$ cat config.mk
export PLATFORM = sky130hd
export DESIGN_NAME = adder_arbiter
export DESIGN_NICKNAME = d
export VERILOG_FILES = /design/src/rtl/adder_arbiter.sv
export SDC_FILE = /design/constraint.sdc
export NUM_CORES = 1
export LEC_CHECK = 0
export CAP_MARGIN = 20
export CORE_MARGIN = 5
export CORE_UTILIZATION = 40
export DETAILED_ROUTE_END_ITERATION = 16
export PLACE_DENSITY = 0.88
export SYNTH_ARGS = -nofsm -noshare
export SYNTH_HDL_FRONTEND = slang
export SYNTH_SLANG_ARGS = --single-unit
$ cat constraint.sdc
create_clock -name clk -period 2.45 [get_ports clk]
set_input_delay 0.245 -clock clk [delete_from_list [all_inputs] [get_ports clk]]
set_output_delay 0.245 -clock clk [all_outputs]
set_load 0.02 [all_outputs]
$ cat src/rtl/adder_arbiter.sv
// adder_arbiter: round-robin arbiter sharing one WIDTH-bit adder among NREQ requesters.
// Latency: a transfer in cycle c presents its registered result in cycle c+2; one op per cycle.
// Backpressure: res_ready low stalls S2, then S1; grant drops only once both stages are full.
module adder_arbiter #(
   parameter int NREQ  = 4,
   parameter int WIDTH = 32,
   parameter int TAG_W = 2
) (
   input  logic                  clk,
   input  logic                  rst,
   input  logic [NREQ-1:0]       req,
   input  logic [NREQ*WIDTH-1:0] a_flat,
   input  logic [NREQ*WIDTH-1:0] b_flat,
   output logic [NREQ-1:0]       grant,
   output logic                  res_valid,
   input  logic                  res_ready,
   output logic [WIDTH-1:0]      res_sum,
   output logic                  res_pov,
   output logic                  res_nov,
   output logic [TAG_W-1:0]      res_tag
);

   // Reset value of the last-winner pointer, so requester 0 is searched first.
   localparam logic [TAG_W-1:0] LAST_IDX = TAG_W'(NREQ - 1);

   // Round-robin state
   logic [TAG_W-1:0] ptr;
   logic [TAG_W-1:0] win_idx;
   logic [TAG_W-1:0] cand_idx;
   logic             found;
   int               cand;

   // Stage 1: registered operands of the winner
   logic             v1;
   logic [WIDTH-1:0] a1;
   logic [WIDTH-1:0] b1;
   logic [TAG_W-1:0] tag1;

   // Winner operand mux and adder
   logic [WIDTH-1:0] a_win;
   logic [WIDTH-1:0] b_win;
   logic [WIDTH-1:0] sum1;
   logic             pov1;
   logic             nov1;

   // Flow control
   logic             adv1;
   logic             adv2;
   logic             xfer;

   // S2 can accept when empty or draining; S1 can accept when empty or moving into S2.
   assign adv2 = !res_valid || res_ready;
   assign adv1 = !v1 || adv2;

   // Search upward from the slot after the last winner, wrapping once around all requesters.
   always_comb begin
      found    = 1'b0;
      win_idx  = '0;
      cand     = 0;
      cand_idx = '0;
      for (int k = 1; k <= NREQ; k++) begin
         cand = int'(ptr) + k;
         if (cand >= NREQ) begin
            cand = cand - NREQ;
         end
         cand_idx = cand[TAG_W-1:0];
         if (!found && req[cand_idx]) begin
            found   = 1'b1;
            win_idx = cand_idx;
         end
      end
   end

   // One-hot grant, suppressed while reset is high or S1 cannot take a new operation.
   always_comb begin
      grant = '0;
      if (adv1 && !rst && found) begin
         grant[win_idx] = 1'b1;
      end
   end

   // A grant is only ever given to a requesting slot, so any grant bit is a transfer.
   assign xfer = |grant;

   // Pick the winner's operand pair out of the flattened buses.
   always_comb begin
      a_win = '0;
      b_win = '0;
      for (int i = 0; i < NREQ; i++) begin
         if (win_idx == TAG_W'(i)) begin
            a_win = a_flat[i*WIDTH +: WIDTH];
            b_win = b_flat[i*WIDTH +: WIDTH];
         end
      end
   end

   // Pointer remembers the last winner; it moves only on an actual transfer.
   always_ff @(posedge clk) begin
      if (rst) begin
         ptr <= LAST_IDX;
      end else if (xfer) begin
         ptr <= win_idx;
      end
   end

   // Stage 1 register: capture the winner, or empty out when advancing with nothing new.
   always_ff @(posedge clk) begin
      if (rst) begin
         v1   <= 1'b0;
         a1   <= '0;
         b1   <= '0;
         tag1 <= '0;
      end else if (adv1) begin
         v1 <= xfer;
         if (xfer) begin
            a1   <= a_win;
            b1   <= b_win;
            tag1 <= win_idx;
         end
      end
   end

   // Shared adder with signed-overflow detection from operand and sum sign bits.
   assign sum1 = a1 + b1;
   assign pov1 = !a1[WIDTH-1] && !b1[WIDTH-1] &&  sum1[WIDTH-1];
   assign nov1 =  a1[WIDTH-1] &&  b1[WIDTH-1] && !sum1[WIDTH-1];

   // Result register: payload loads only with a valid op so it holds across bubbles and stalls.
   always_ff @(posedge clk) begin
      if (rst) begin
         res_valid <= 1'b0;
         res_sum   <= '0;
         res_pov   <= 1'b0;
         res_nov   <= 1'b0;
         res_tag   <= '0;
      end else if (adv2) begin
         res_valid <= v1;
         if (v1) begin
            res_sum <= sum1;
            res_pov <= pov1;
            res_nov <= nov1;
            res_tag <= tag1;
         end
      end
   end

   // Structural invariants: at most one grant, only to requesters, exclusive overflow flags.
   always_ff @(posedge clk) begin
      if (!rst) begin
         assert ($onehot0(grant));
         assert ((grant & ~req) == '0);
         assert (!(res_pov && res_nov));
      end
   end

   // A stalled result must stay valid and unchanged until it is accepted.
   assert property (@(posedge clk) disable iff (rst)
      (res_valid && !res_ready) |=> (res_valid && $stable(res_sum) && $stable(res_tag)
                                     && $stable(res_pov) && $stable(res_nov)));

endmodule

Yosys cells after proc, flatten, opt, wreduce, memory -nomap -nowiden
Index checks and enable logic that the tools add are counted.

Bits in registers: 106. Bits of input ports: 263. Output and inout bits: 41. Logic and storage cells: 88.

Add/subtract/negate cells: 9. $lt $le $gt $ge: 10. Eq/ne operators: 3. Muxes and demuxes: 31. Reductions and logical operators: 25.

Operators with widths (count): 32-bit two-way mux (8); 32-bit adder (1); 2-bit two-way mux (8); 2-bit by 3-bit < comparator with 1-bit output, second input constant (5); 1-bit logical AND (10); 3-bit >= comparator, second input constant (3); 1-bit zero test (9); 1-bit two-way mux (9); 1-bit binary-select mux with 2-bit select (4); 2-bit by 1-bit subtractor with 2-bit output, second input constant (4); 2-bit by 2-bit adder with 3-bit output, second input constant (2); 2-bit by 3-bit adder with 4-bit output, second input constant (1); 2-bit equality test, second input constant (2); 4-bit by 3-bit >= comparator with 1-bit output, second input constant (1); 4-bit two-way mux (1); 2-bit AND reduction (2); 4-bit OR reduction (1); 2-bit by 1-bit adder with 3-bit output, second input constant (1); 1-bit demux with 2-bit select (1); 2-bit by 1-bit equality test with 1-bit output, second input constant (1); 2-bit by 1-bit >= comparator with 1-bit output, second input constant (1); 2-bit zero test (1); 1-bit logical OR (2).

Depth between registers and ports, before layout
Depth in word-level cells: 22. Depth in mapped cells: 10. Depth with buffers taken out: 9.

Worst setup path before layout
OpenSTA, ideal clock, no wires.

Kind: register to register. Start point: reg a1[0]. End point: reg res_sum[24]. Library setup time: 95 ps. Data arrival time: 2224 ps. Data required time: 2355 ps. Slack: 130 ps. Cell stages (with the launch flop): 10. Buffers on the path: 0. Period minus slack after synthesis: 2320 ps. Path through: dfxtp_1 -> ha_1 -> fa_1 -> a211oi_1 -> o211ai_2 -> nand4_1 -> a21boi_1 -> o21a_1 -> o21a_1 -> o311ai_1.

Word-level cells in the longest chain between the ends: 1.

RTL lines: start: declaration (RTL line 35) `logic [WIDTH-1:0] a1;`; start signal: assignment (RTL line 116) `a1 <= a_win;`; 32-bit adder (RTL line 124) `assign sum1 = a1 + b1;`; end signal: assignment (RTL line 139) `res_sum <= sum1;`; end: declaration (RTL line 17) `output logic [WIDTH-1:0] res_sum,`.

Every way passes these cells. A chain may end at the register's enable or synchronous reset.

Worst setup path in the final report
Start point: reg b1[24]. End point: reg res_nov.

Word-level cells in the longest chain between the ends: 3.

RTL lines: start: declaration (RTL line 36) `logic [WIDTH-1:0] b1;`; start signal: assignment (RTL line 117) `b1 <= b_win;`; 32-bit adder (RTL line 124); 1-bit zero test (RTL line 126) `assign nov1 = a1[WIDTH-1] && b1[WIDTH-1] && !sum1[WIDTH-1];`; 1-bit logical AND (RTL line 126); end signal: assignment (RTL line 141) `res_nov <= nov1;`; end: declaration (RTL line 19) `output logic res_nov,`.

Every way passes these cells.

==> results.md <==
- The H-tree generated during clock tree synthesis spans 3 levels.
- The die covers 0.0216 mm2.
- The number of antenna violations at the first check in global routing was 2.
- In the global route stage, met3 resource usage came out at 5.92%.
- After the last flow step, the layout net total stands at 1707.
- By count the netlist is led by sky130_fd_sc_hd__nand2_1, sky130_fd_sc_hd__nand3_1, sky130_fd_sc_hd__dfxtp_1.
- The worst endpoint required time is 2.70 ns.
- Power comes to about 0.0068 W.
- Setup slack on the worst reg-to-reg path comes out at 0.11 ns.
- Fill cells in the final layout number 1633.
- The instance area at placement is 0.0109 mm2.
- The kind of capture point of the worst setup path is a flip-flop.
- The number of warning messages in the yosys log is 0.
- After technology mapping, the gate count stands at roughly 1100.
- The total setup violations reported at the end of the flow is 0.
- For this run, the slowest stage of the critical path takes 0.50 ns.
- The total routing resource utilization after global routing is 27.0%.
- Once placement completed, the tool counted placed cells totaling 1632.
- The type of origin of the critical path is a flip-flop.
- In this run the count of I/O pins placed on the die edge is between 300 and 400.
- After synthesis, the share of flip-flops with an asynchronous set or reset is 0%.
- Routability-driven placement finished with a final weighted congestion of 1.02.
- Clock latency on the worst-skew pair, taken at its later pin, is 0.35 ns.
- The sequential area share after synthesis is 28.3%.
- Global routing finished with a remaining overflow of 0.
- Summed over its instances, the top area cell type makes up 28.3% of the synthesized netlist area.
- Once layout is done, the placed cells without fillers occupy 0.0113 mm2.
- The initial DRC count is 762.
- Data arrives at the worst endpoint at 2.59 ns.
- The starting utilization of the core area is 40.3%.
- The die is 147 um wide.
- The detailed-router iteration count before antenna repair is 5.
- The clock arrives with 0.0136 ns of skew.
- For this design the static power due to leakage is 4.68 nW.
- The area of the core is 0.0186 mm2.
- The critical path contains buffers and inverters numbering 0 combined.
- The tree is rooted in a sky130_fd_sc_hd__clkbuf_16.
- For this run, design rule violations remaining after detail routing come to 0.
- The most instantiated library cell after synthesis is sky130_fd_sc_hd__nand2_1.
- After clock tree synthesis, the clock-pin slew on the worst setup and hold paths is 0.07 ns.
- For this run, the leading register cell type out of synthesis is sky130_fd_sc_hd__dfxtp_1.
- Counting flops with a built-in enable in the synthesized netlist gives 0.
- The post-synthesis average cell area is 6.67 um2.
- By startpoint and endpoint, the worst setup path is classified as reg2reg.
- The count of buffers from port buffering is between 300 and 400.
- Global routing consumed, on the met1 layer, 33.9% of the routing resources.
- The via total after detailed routing is 9377.
- The via count of the first global-routing pass is 9080.
- In this run, CTS created clock tree buffers numbering 9.
- The peak ir drop on the vdd network is 0.386 mV.
- The flow ran to the end, and the final reports show no timing, DRC or antenna violations.
- The final number of max-transition violations is 0.
- The half-perimeter wire length of the detailed placement result is 24400 um.
- The row count is 50.
- The fraction of the cycle the final worst path needs is 95.5%.
- The layer flagged by global routing as most heavily used is met2.
- The number of buffers added to fix hold violations after cts is 0.
- The highest clock frequency the design can meet is 0.427 GHz.
- After detailed routing, the number of vias per cell comes to 5.68.
- The final wirelength is 30700 um.
- In the final routed layout, each cell accounts on average for approximately 19 um.
- Summed over all failing endpoints, the final setup total negative slack is 0 ns.
- Compared with the post-synthesis result, the final layout area differs by 51.4%.
- The count of cells in the finished layout, fillers not included, comes to 1650.
- Among cell families on the critical path, the largest total delay comes from simple AND/OR/NAND/NOR gates.
- The largest fanout on the critical path is 6.
- TritonCTS built the clock tree.
- The share of cells above drive strength 1 is 7.84%.
- The floorplan step set the die height to 147 um.
- After layout, the minimum clock period comes to 2.34 ns.
- Entering global routing, the biggest net connects 64 pins.
- The worst-margin pin slew is 0.639 ns.
- Of all cell types, the one taking the most synthesized area is sky130_fd_sc_hd__dfxtp_1.
- The power density over the cells is between 500 and 600 mW/mm2.
- After synthesis, the netlist uses 66 different library cells.
- Counting along the longest clock path gives a buffer depth of 2.
- The met2 usage is about 46%.
- The area of the mapped netlist is 0.00749 mm2.
- The number of nets handed over by synthesis was ~1400.
- Across the run, the number of max-cap violations was 0.
- The largest individual stage delay along the critical path comes from the cell sky130_fd_sc_hd__or4_1.
- The final antenna-violating net count is 0.
- Headroom to the max-slew limit came out at 57.4%.
- The final hold slack is 0.425 ns.
- After synthesis the netlist holds a flip-flop and latch count of 106.
- The worst min-delay path category is in2reg.
- The number of hold-slack violations in the final timing report is 0.
- Sorting the synthesized cells by area gives the leading types as sky130_fd_sc_hd__dfxtp_1, sky130_fd_sc_hd__nand2_1, sky130_fd_sc_hd__nand3_1, sky130_fd_sc_hd__a21oi_1, sky130_fd_sc_hd__ha_1.
- The cell seen most often among critical-path stages is sky130_fd_sc_hd__a21o_1.
- The signal on the critical path passes through ha_2 > a21o_1 > a21o_1 > a21o_1 > nor2_1 > or3_1 > or4_1 > o311ai_1.
- The TritonCTS sink count is 106.
- The first global-routing pass estimated 47400 um of wire.
[power by group]
group          switching [W]  total (W)  internal, W
registers           0.000186    0.00215      0.00196
logic                0.00169    0.00306      0.00138
clock network       0.000640    0.00155     0.000907
[kinds of logic (layout without fill, tap and decap cells)]
family	count (synthesis)	in the layout	share of synthesized area [%]
mux	12	12	1.77
simple gates	636	636	37.4
flops	106	106	28.3
fa+ha+maj	34	34	5.78
compound gates	226	226	19.3
xor+xnor	17	17	1.99
other cells	0	1	0
buf+inv	93	384	5.49
[sequential cells by signal, summed over array words and instances (netlist names)]
name / flops
a1: 32
b1: 32
ptr: 2
res_nov: 1
res_pov: 1
res_sum: 32
res_tag: 2
res_valid: 1
tag1: 2
v1: 1
[repair_timing]
item | in CTS | in global routing
pin swaps | 0 | 9
resized for setup | 6 | 19
buffers inserted | 0 | 1
hold endpoints to repair | 0 | 0
setup endpoints to repair | 7 | 13
[per-stage QoR]
step	utilization [%]	worst slack [ns]
3_5_place_dp	58.8	-0.177
6_report	61.0	0.110
4_1_cts	60.6	0.0173
5_1_grt	61.0	-0.0171
3_3_place_gp	58.8	-0.0539
2_1_floorplan	-	0.130
[layout make-up]
cell class	count	area, um2	share of cell area [%]
Antenna cell	1	2.50	0.0221
Tap cell	234	293	2.58
Multi-Input combinational cell	925	5080	44.8
Clock buffer	13	280	2.47
Timing Repair Buffer	357	3480	30.7
Clock inverter	3	43.8	0.386
Sequential cell	106	2120	18.7
Inverter	11	41.3	0.364
[worst min-delay path: cells and delay by family]
| family | cells | cell delay [ns] |
|---|---|---|
| buffers and inverters | 2 | 0.36 |
| AO/OA/AOI/OAI | 1 | 0.13 |
[per-layer routing]
metal	vias up	part of all wire [%]	routed length (um)
met3	70	8.4	2580
met2	478	49	15000
li1	4512	-	-
met1	4315	40	12200
met5	-	0.042	13
met4	2	2.8	855
[final timing paths]
path	from	to	cells past startpoint
max	b1[24]	res_nov	8
min	rst	a1[25]	3
max reg2reg	b1[24]	res_nov	8
min reg2reg	res_sum[11]	res_sum[11]	2
[placed cells by master (no fill, tap or decap), types with 5 or more instances in the layout]
cell / instances
sky130_fd_sc_hd__o21ai_0: 29
sky130_fd_sc_hd__inv_1: 11
sky130_fd_sc_hd__xor2_1: 7
sky130_fd_sc_hd__clkbuf_16: 9
sky130_fd_sc_hd__dfxtp_1: 105
sky130_fd_sc_hd__a21o_1: 16
sky130_fd_sc_hd__nand3_1: 196
sky130_fd_sc_hd__nand2_1: 342
sky130_fd_sc_hd__a31oi_1: 5
sky130_fd_sc_hd__nand4_1: 7
sky130_fd_sc_hd__nor3_1: 15
sky130_fd_sc_hd__ha_2: 5
sky130_fd_sc_hd__o21ai_1: 7
sky130_fd_sc_hd__o211ai_1: 7
sky130_fd_sc_hd__ha_1: 27
sky130_fd_sc_hd__and3_1: 5
sky130_fd_sc_hd__buf_4: 50
sky130_fd_sc_hd__a21oi_1: 90
sky130_fd_sc_hd__nor2b_1: 5
sky130_fd_sc_hd__a221o_1: 10
sky130_fd_sc_hd__mux2_1: 6
sky130_fd_sc_hd__nor2_1: 37
sky130_fd_sc_hd__clkdlybuf4s50_1: 298
sky130_fd_sc_hd__a211oi_1: 6
sky130_fd_sc_hd__xnor2_1: 10
sky130_fd_sc_hd__o21a_1: 7
Note: power is estimated with default switching activity, not from simulation.
